==> src/rtl/fc8_vectored_irq_ctrl.sv <==
// Vectored interrupt controller: edge-detected maskable channels with
// fixed lowest-index-wins priority, a three-state IRQ handshake FSM,
// an independent unmaskable NMI latch and an optional interval timer.
// Optional feature macro: FC8_IRQ_TIMER_EN
//   When it is defined, the internal timer drives channel 0 and irq_src[0]
//   is ignored. When it is undefined, timer_count is tied to 0.
//
// state     | meaning
// ----------+---------------------------------------------------------
// S_IDLE    | no request presented to the CPU
// S_REQ     | cpu_irq_req high, irq_vector tracks the current winner
// S_SERVICE | acknowledged channel in service, vector frozen until EOI
module fc8_vectored_irq_ctrl #(
    parameter int NUM_IRQ = 8,
    parameter int TIMER_W = 16
) (
    input  logic               clk_cpu,
    input  logic               rst_n,
    input  logic [NUM_IRQ-1:0] irq_src,
    input  logic               nmi_src,
    input  logic [NUM_IRQ-1:0] irq_enable,
    input  logic [NUM_IRQ-1:0] irq_clear,
    input  logic               timer_enable,
    input  logic [3:0]         timer_prescale,
    input  logic [TIMER_W-1:0] timer_reload,
    input  logic               cpu_irq_ack,
    input  logic               cpu_irq_eoi,
    input  logic               cpu_nmi_ack,
    output logic [NUM_IRQ-1:0] irq_pending,
    output logic               cpu_irq_req,
    output logic               cpu_nmi_req,
    output logic [3:0]         irq_vector,
    output logic               irq_in_service,
    output logic [TIMER_W-1:0] timer_count
);

    typedef enum logic [1:0] {S_IDLE, S_REQ, S_SERVICE} state_t;

    state_t             state_q, state_d;
    logic [NUM_IRQ-1:0] src_in;
    logic [NUM_IRQ-1:0] src_q, src_d, hist_q, hist_d;
    logic [NUM_IRQ-1:0] pending_q, pending_d;
    logic [NUM_IRQ-1:0] active, ack_clr;
    logic               nmi_src_q, nmi_src_d, nmi_hist_q, nmi_hist_d;
    logic               nmi_q, nmi_d;
    logic [3:0]         vector_q, vector_d, winner;
    logic               any_active, take_ack;

`ifdef FC8_IRQ_TIMER_EN
    logic [7:0]         presc_q, presc_d, presc_lim;
    logic [TIMER_W-1:0] tcount_q, tcount_d;
    logic               tevt_q, tevt_d;
    logic               unused_irq0;

    // Prescaler terminal count: 2^min(N,8) cycles per tick.
    always_comb begin
        presc_lim = 8'hFF;
        if (timer_prescale < 4'd8) presc_lim = (8'd1 << timer_prescale[2:0]) - 8'd1;
    end

    // Down-counter with reload on terminal count; event pulse on the wrap.
    always_comb begin
        presc_d  = 8'd0;
        tcount_d = timer_reload;
        tevt_d   = 1'b0;
        if (timer_enable) begin
            tcount_d = tcount_q;
            if (presc_q == presc_lim) begin
                if (tcount_q == '0) begin
                    tcount_d = timer_reload;
                    tevt_d   = 1'b1;
                end else begin
                    tcount_d = tcount_q - TIMER_W'(1);
                end
            end else begin
                presc_d = presc_q + 8'd1;
            end
        end
    end

    // Timer registers.
    always_ff @(posedge clk_cpu or negedge rst_n) begin
        if (!rst_n) begin
            presc_q  <= 8'd0;
            tcount_q <= '0;
            tevt_q   <= 1'b0;
        end else begin
            presc_q  <= presc_d;
            tcount_q <= tcount_d;
            tevt_q   <= tevt_d;
        end
    end

    assign src_in      = {irq_src[NUM_IRQ-1:1], tevt_q};
    assign timer_count = tcount_q;
    assign unused_irq0 = irq_src[0];
`else
    logic unused_timer;

    assign src_in       = irq_src;
    assign timer_count  = '0;
    assign unused_timer = ^{timer_enable, timer_prescale, timer_reload};
`endif

    // Fixed priority: lowest enabled pending index wins.
    always_comb begin
        active     = pending_q & irq_enable;
        any_active = |active;
        winner     = 4'd0;
        for (int i = NUM_IRQ - 1; i >= 0; i--) begin
            if (active[i]) winner = 4'(i);
        end
    end

    // IRQ handshake next-state, vector tracking and acknowledge strobe.
    always_comb begin
        state_d  = state_q;
        vector_d = vector_q;
        take_ack = 1'b0;
        case (state_q)
            S_IDLE: begin
                if (any_active) begin
                    state_d  = S_REQ;
                    vector_d = winner;
                end
            end
            S_REQ: begin
                if (!any_active) begin
                    state_d = S_IDLE;
                end else if (cpu_irq_ack) begin
                    state_d  = S_SERVICE;
                    take_ack = 1'b1;
                end else begin
                    vector_d = winner;
                end
            end
            S_SERVICE: begin
                if (cpu_irq_eoi) state_d = S_IDLE;
            end
            default: state_d = S_IDLE;
        endcase
    end

    // Edge detection and pending/NMI latch update; new edges win over clears.
    always_comb begin
        src_d      = src_in;
        hist_d     = src_q;
        nmi_src_d  = nmi_src;
        nmi_hist_d = nmi_src_q;
        for (int i = 0; i < NUM_IRQ; i++) begin
            ack_clr[i] = take_ack && (vector_q == 4'(i));
        end
        pending_d = (pending_q & ~(irq_clear | ack_clr))
                  | (src_q & ~hist_q & irq_enable);
        nmi_d     = (nmi_src_q & ~nmi_hist_q) | (nmi_q & ~cpu_nmi_ack);
    end

    // Controller state registers.
    always_ff @(posedge clk_cpu or negedge rst_n) begin
        if (!rst_n) begin
            state_q    <= S_IDLE;
            vector_q   <= 4'd0;
            src_q      <= '0;
            hist_q     <= '0;
            pending_q  <= '0;
            nmi_src_q  <= 1'b0;
            nmi_hist_q <= 1'b0;
            nmi_q      <= 1'b0;
        end else begin
            state_q    <= state_d;
            vector_q   <= vector_d;
            src_q      <= src_d;
            hist_q     <= hist_d;
            pending_q  <= pending_d;
            nmi_src_q  <= nmi_src_d;
            nmi_hist_q <= nmi_hist_d;
            nmi_q      <= nmi_d;
        end
    end

    assign irq_pending    = pending_q;
    assign cpu_irq_req    = (state_q == S_REQ);
    assign irq_in_service = (state_q == S_SERVICE);
    assign irq_vector     = vector_q;
    assign cpu_nmi_req    = nmi_q;

endmodule

==> config.mk <==
export PLATFORM = sky130hd
export DESIGN_NAME = fc8_vectored_irq_ctrl
export DESIGN_NICKNAME = d
export VERILOG_FILES = /design/src/rtl/fc8_vectored_irq_ctrl.sv
export SDC_FILE = /design/constraint.sdc
export NUM_CORES = 1
export LEC_CHECK = 0
export ABC_AREA = 1
export ABC_CLOCK_PERIOD_IN_PS = 1400
export BUFFER_PORTS_ARGS = -buffer_cell sky130_fd_sc_hd__buf_2
export CAP_MARGIN = 0
export CORE_ASPECT_RATIO = 0.7
export CORE_MARGIN = 2
export CORE_UTILIZATION = 32
export CTS_CLUSTER_DIAMETER = 80
export DETAILED_ROUTE_END_ITERATION = 8
export PLACE_DENSITY = 0.67
export SYNTH_ARGS = -nofsm -noshare
export SYNTH_HDL_FRONTEND = slang
export SYNTH_SLANG_ARGS = --single-unit
==> constraint.sdc <==
create_clock -name clk_cpu -period 1.4 [get_ports clk_cpu]
set_input_delay 0.21 -clock clk_cpu [delete_from_list [all_inputs] [get_ports clk_cpu]]
set_output_delay 0.21 -clock clk_cpu [all_outputs]
set_load 0.02 [all_outputs]
# Word-level counts from Yosys, hierarchy flattened
# Cells that the tools add are included.
# word_totals
output_inout_bits,31
register_bits,33
word_cells,69
# op_classes
reduce_logical,14
n_bitwise,13
n_eq_ne,14
mux,20
# ops
cell,n
2-to-1 mux 4 bit,9
bitwise AND 8 bit,4
equality test 4 x 3 -> 1 bit (second input constant),4
NOT 8 bit,2
OR 8 bit,2
equality test 4 x 2 -> 1 bit (second input constant),2
logical AND 1 bit,8
2-to-1 mux 2 bit,4
case mux 4 bit (2 select lines),1
OR reduction 8 bit,1
2-to-1 mux 3 bit,2
inequality test 2 bit (second input constant),3
case mux 2 bit (3 select lines),1
equality test 4 x 1 -> 1 bit (second input constant),1
logical NOT 4 bit,1
AND reduction 4 bit,1
2-to-1 mux 1 bit,3
inequality test 3 bit (second input constant),1
AND reduction 3 bit,1
bitwise AND 1 bit,2
equality test 2 x 1 -> 1 bit (second input constant),1
equality test 2 bit (second input constant),1
logical NOT 2 bit,1
inequality test 2 x 1 -> 1 bit (second input constant),1
other kinds (3),4

# Depth between registers and ports, before layout
# logic_depth
depth_word,12
ltp_mapped,10

# Worst setup path before layout
# No wires, ideal clock.
# synth_timing
kind,flip-flop to flip-flop
from,"register pending_q[1], in the netlist irq_pending[1]"
to,"register vector_q[1], in the netlist irq_vector[1]"
setup_slack_ns,0.233
path_stages_with_launch,9
path_buffers,0
period_less_slack_ns,1.167
t_arrival_ns,1.050
setup_ns,0.117
path_cell_list,dfrtp_1 > nand2_2 > nand2_2 > nor2_4 > nand2_4 > nand2_4 > inv_2 > nand3b_2 > nand2_1
# synth_between
elab_chain_cells,6
# synth_lines
item,line_no,source
from (decl),42,"logic [NUM_IRQ-1:0] pending_q, pending_d;"
from (signal assigned),174,pending_q <= pending_d;
bitwise AND 8 bit (*),107,active = pending_q & irq_enable;
2-to-1 mux 4 bit (2 in series),111,if (active[i]) winner = 4'(i);
2-to-1 mux 4 bit,130,end else if (cpu_irq_ack) begin
2-to-1 mux 4 bit,128,if (!any_active) begin
case mux 4 bit (2 select lines),120,case (state_q)
to (signal assigned),171,vector_q <= vector_d;
to (decl),46,"logic [3:0] vector_q, vector_d, winner;"
# Every way passes the cells marked *; elsewhere a longest branch is shown, timed or not. The select of a mux whose other input is x is not followed.
# A chain may end at the register's enable or synchronous reset.

# Final worst setup path
# layout_timing
from,register state_q[1]
to,output port cpu_irq_req
# layout_between
elab_chain_cells,1
# layout_lines
item,line_no,source
from (decl),39,"state_t state_q, state_d;"
from (signal assigned),170,state_q <= state_d;
equality test 2 x 1 -> 1 bit,182,assign cpu_irq_req = (state_q == S_REQ);
to (decl),30,"output logic cpu_irq_req,"
# Every way passes these cells.

==> flow_metrics.env <==
export IMPL_stdcell_count=263
export IMPL_final_critical_path_setup_slack_ps=67.9
export IMPL_die_height_microns=61.2
export IMPL_max_cap_violations=0
export IMPL_placed_cells_incl_taps=254
export IMPL_fp_dieW_microns=85.7
export IMPL_vias_per_cell=4.18
export IMPL_grt_util_all_layers=0.121
export IMPL_flow_area_growth_from_synthesis_pct=23.5
export IMPL_place_congestion=0.774
export IMPL_regToRegEndpoint="irq_vector[1]"
export IMPL_period_share=0.952
export IMPL_core_sq_um=4430
export IMPL_crit_fanout=10
export IMPL_leakagePower_uw=0.000990
export IMPL_worst_setup_slack_before_clock_tree_synthesis_ps=228
export IMPL_grt_setup_unrepaired="no"
export IMPL_ys_warnings_count=0
export IMPL_worst_setup_hold_path_clk_slew_ps=60
export IMPL_rows=20
export IMPL_final_layout_size_suffix_gt1_frac=0.341
export IMPL_critPathCapture="cpu_irq_req"
export IMPL_fillCellCount=467
export IMPL_mappedNetlistArea_sq_um=1500
export IMPL_tritoncts_clock_tree="yes"
export IMPL_power_per_cell_area_nw_per_um2=1480
export IMPL_cts_root_buf="sky130_fd_sc_hd__clkbuf_8"
export IMPL_critical_path_startpoint_type="flip-flop"
export IMPL_netlist_cell_type_count=23
export IMPL_final_core_area_utilization=0.417
export IMPL_fp_dieArea_sq_um=5250
export IMPL_worst_setup_path_end_kind="output port"
export IMPL_drt_pass1_iter_count=8
export IMPL_ff2ff_path_depth=8
export IMPL_route_antenna_remaining_nets=0
export IMPL_start_util=0.338
export IMPL_failing_checks="design-rule violations"
export IMPL_cts_max_path_buffers=2
export IMPL_worst_endpoint_required_ps=1190
export IMPL_first_pass_grt_wire_length_microns=4710
export IMPL_clock_insertion_delay_worst_skew_ps=280
export IMPL_synth_yosys_seq_area_share=0.535
export IMPL_cts_buffers_inserted=5
export IMPL_antenna_violations_before_repair=0
export IMPL_route_vias_total=1099
export IMPL_status="complete, but fails checks"
export IMPL_grt_max_degree=18
export IMPL_postCtsSetupRepairBufs=0
export IMPL_startpoint="state_q[1]"
export IMPL_vdd_drop_max_mv=0.664
export IMPL_final_net_count=258
export IMPL_wl_per_cell_microns=10.7
export IMPL_dr_first_iter_drc_count=78
export IMPL_ff2ff_setup_slack_ps=220
export IMPL_setup_violations=0
export IMPL_syn_instance_count=157
export IMPL_synth_ff_latch_count=32
export IMPL_hold_path_class="in -> reg"
export IMPL_grt_overflow_total=0
export IMPL_first_global_vias=1033
export IMPL_detailed_place_hpwl_microns=2230
export IMPL_drv_slew=0
export IMPL_cts_sinks=32
export IMPL_cp_arrival_ps=1120
export IMPL_port_buffer_count=43
export IMPL_fmax_ghz=0.751
export IMPL_ios=82
export IMPL_post_route_drc_count=3
export IMPL_skew_ps=3.01
export IMPL_critical_path_class="reg -> out"
export IMPL_mostFrequentLayoutCells="43 x sky130_fd_sc_hd__buf_2, 31 x sky130_fd_sc_hd__nand2_1, 30 x sky130_fd_sc_hd__dfrtp_1"
export IMPL_hold_viol=0
export IMPL_postRouteWirelength_microns=2810
export IMPL_most_common_cell_after_layout_fill_and_taps_aside="sky130_fd_sc_hd__buf_2"
export IMPL_syn_mean_instance_area_sq_um=9.53
export IMPL_worst_r2r_startpoint="irq_pending[4]"
export IMPL_antenna_diode_instance_count=0
export IMPL_cts_htree_levels=2
export IMPL_period_minus_slack_ps=1330
export IMPL_fin_setup_tns_ps=0
-- final cells by class --
type,count,area [sq um],share of cell area
clock buffers,6,72.6,0.0393
clock inverters,2,35.0,0.0190
inverters,19,71.3,0.0386
multi-input cells,104,552,0.299
flip-flops and latches,32,803,0.435
well taps,55,68.8,0.0372
repair buffers,45,245,0.133
-- power by group --
group / leakage, uW / switching [uW] / total, uW / internal, uW
combinational: 0.000548 / 465 / 706 / 242
clock: 0.0000552 / 327 / 854 / 527
sequential: 0.000387 / 138 / 1170 / 1030
total: 0.000990 / 930 / 2730 / 1800
-- cell usage after synthesis --
cell type | n | share of area
sky130_fd_sc_hd__nor2_8 | 1 | 0.013
sky130_fd_sc_hd__nand2_1 | 31 | 0.078
sky130_fd_sc_hd__inv_1 | 17 | 0.043
sky130_fd_sc_hd__o31ai_1 | 1 | 0.0050
sky130_fd_sc_hd__inv_2 | 2 | 0.0050
sky130_fd_sc_hd__nand4_1 | 8 | 0.033
sky130_fd_sc_hd__o21ai_0 | 1 | 0.0033
sky130_fd_sc_hd__nand2_2 | 8 | 0.033
sky130_fd_sc_hd__a21oi_4 | 1 | 0.011
sky130_fd_sc_hd__conb_1 | 1 | 0.0025
sky130_fd_sc_hd__nor2_4 | 2 | 0.015
sky130_fd_sc_hd__nand3_1 | 1 | 0.0033
sky130_fd_sc_hd__nand2_4 | 2 | 0.015
sky130_fd_sc_hd__o22ai_1 | 1 | 0.0042
sky130_fd_sc_hd__nand3b_1 | 8 | 0.040
sky130_fd_sc_hd__nor3_1 | 8 | 0.027
sky130_fd_sc_hd__nand3b_2 | 1 | 0.0075
sky130_fd_sc_hd__buf_4 | 17 | 0.085
sky130_fd_sc_hd__nor2_1 | 11 | 0.028
sky130_fd_sc_hd__buf_2 | 1 | 0.0033
sky130_fd_sc_hd__a31o_2 | 1 | 0.0059
sky130_fd_sc_hd__dfrtp_1 | 32 | 0.54
sky130_fd_sc_hd__a21oi_1 | 1 | 0.0033
-- kinds of logic after synthesis --
family	share of synthesized area
AND/OR/NAND/NOR	0.293
buffers and inverters	0.136
flip-flops	0.535
AO/OA/AOI/OAI	0.0326
other	0.00251
-- flip-flops by register name, summed over array words and instances (netlist names) --
signal	cells
hist_q	8
irq_pending	8
state_q	2
hist_d	8
nmi_hist_q	1
nmi_hist_d	1
irq_vector	3
cpu_nmi_req	1
-- critical path, stage by stage (launching register included) --
cell and delay [ps]:
sky130_fd_sc_hd__dfrtp_2 460, sky130_fd_sc_hd__nor2_8 190, sky130_fd_sc_hd__buf_2 190
-- metal layers --
| metal | GRT usage | up-vias | share of wire |
|---|---|---|---|
| met5 | 0 | - | 0 |
| met4 | 0.0476 | 0 | 0.010 |
| met3 | 0.0402 | 6 | 0.083 |
| met2 | 0.163 | 49 | 0.38 |
| met1 | 0.178 | 479 | 0.53 |
| li1 | - | 565 | - |
-- timing repair --
action                                 CTS  global route
gates resized for setup                  0             2
endpoints found under the hold margin   15             0
hold buffers                             1             0
setup endpoints to repair                0             2
-- how the worst min path moves through the flow --
stage | cells after the start | from | end | slack [ps]
2_1_floorplan | 0 | rst_n | cpu_nmi_req | -90
3_3_place_gp | 1 | rst_n | hist_d[2] | 150
3_5_place_dp | 1 | rst_n | hist_q[2] | 160
4_1_cts | 1 | nmi_src | nmi_hist_d | 20
5_1_grt | 1 | irq_src[2] | hist_d[2] | 20
6_report | 1 | nmi_src | nmi_hist_d | 30
-- stage by stage --
| step | hold WS [ps] | area [sq um] | power (uW) |
|---|---|---|---|
| after floorplan | -85.6 | 1560 | 1690 |
| after global placement | 152 | 1730 | 1880 |
| after detailed placement | 164 | 1730 | 1890 |
| after CTS | 22.1 | 1850 | 2750 |
| after global routing | 15.5 | 1850 | 2900 |
| final | 29.1 | 1850 | 2730 |
Power figures use the tool's default switching activity.
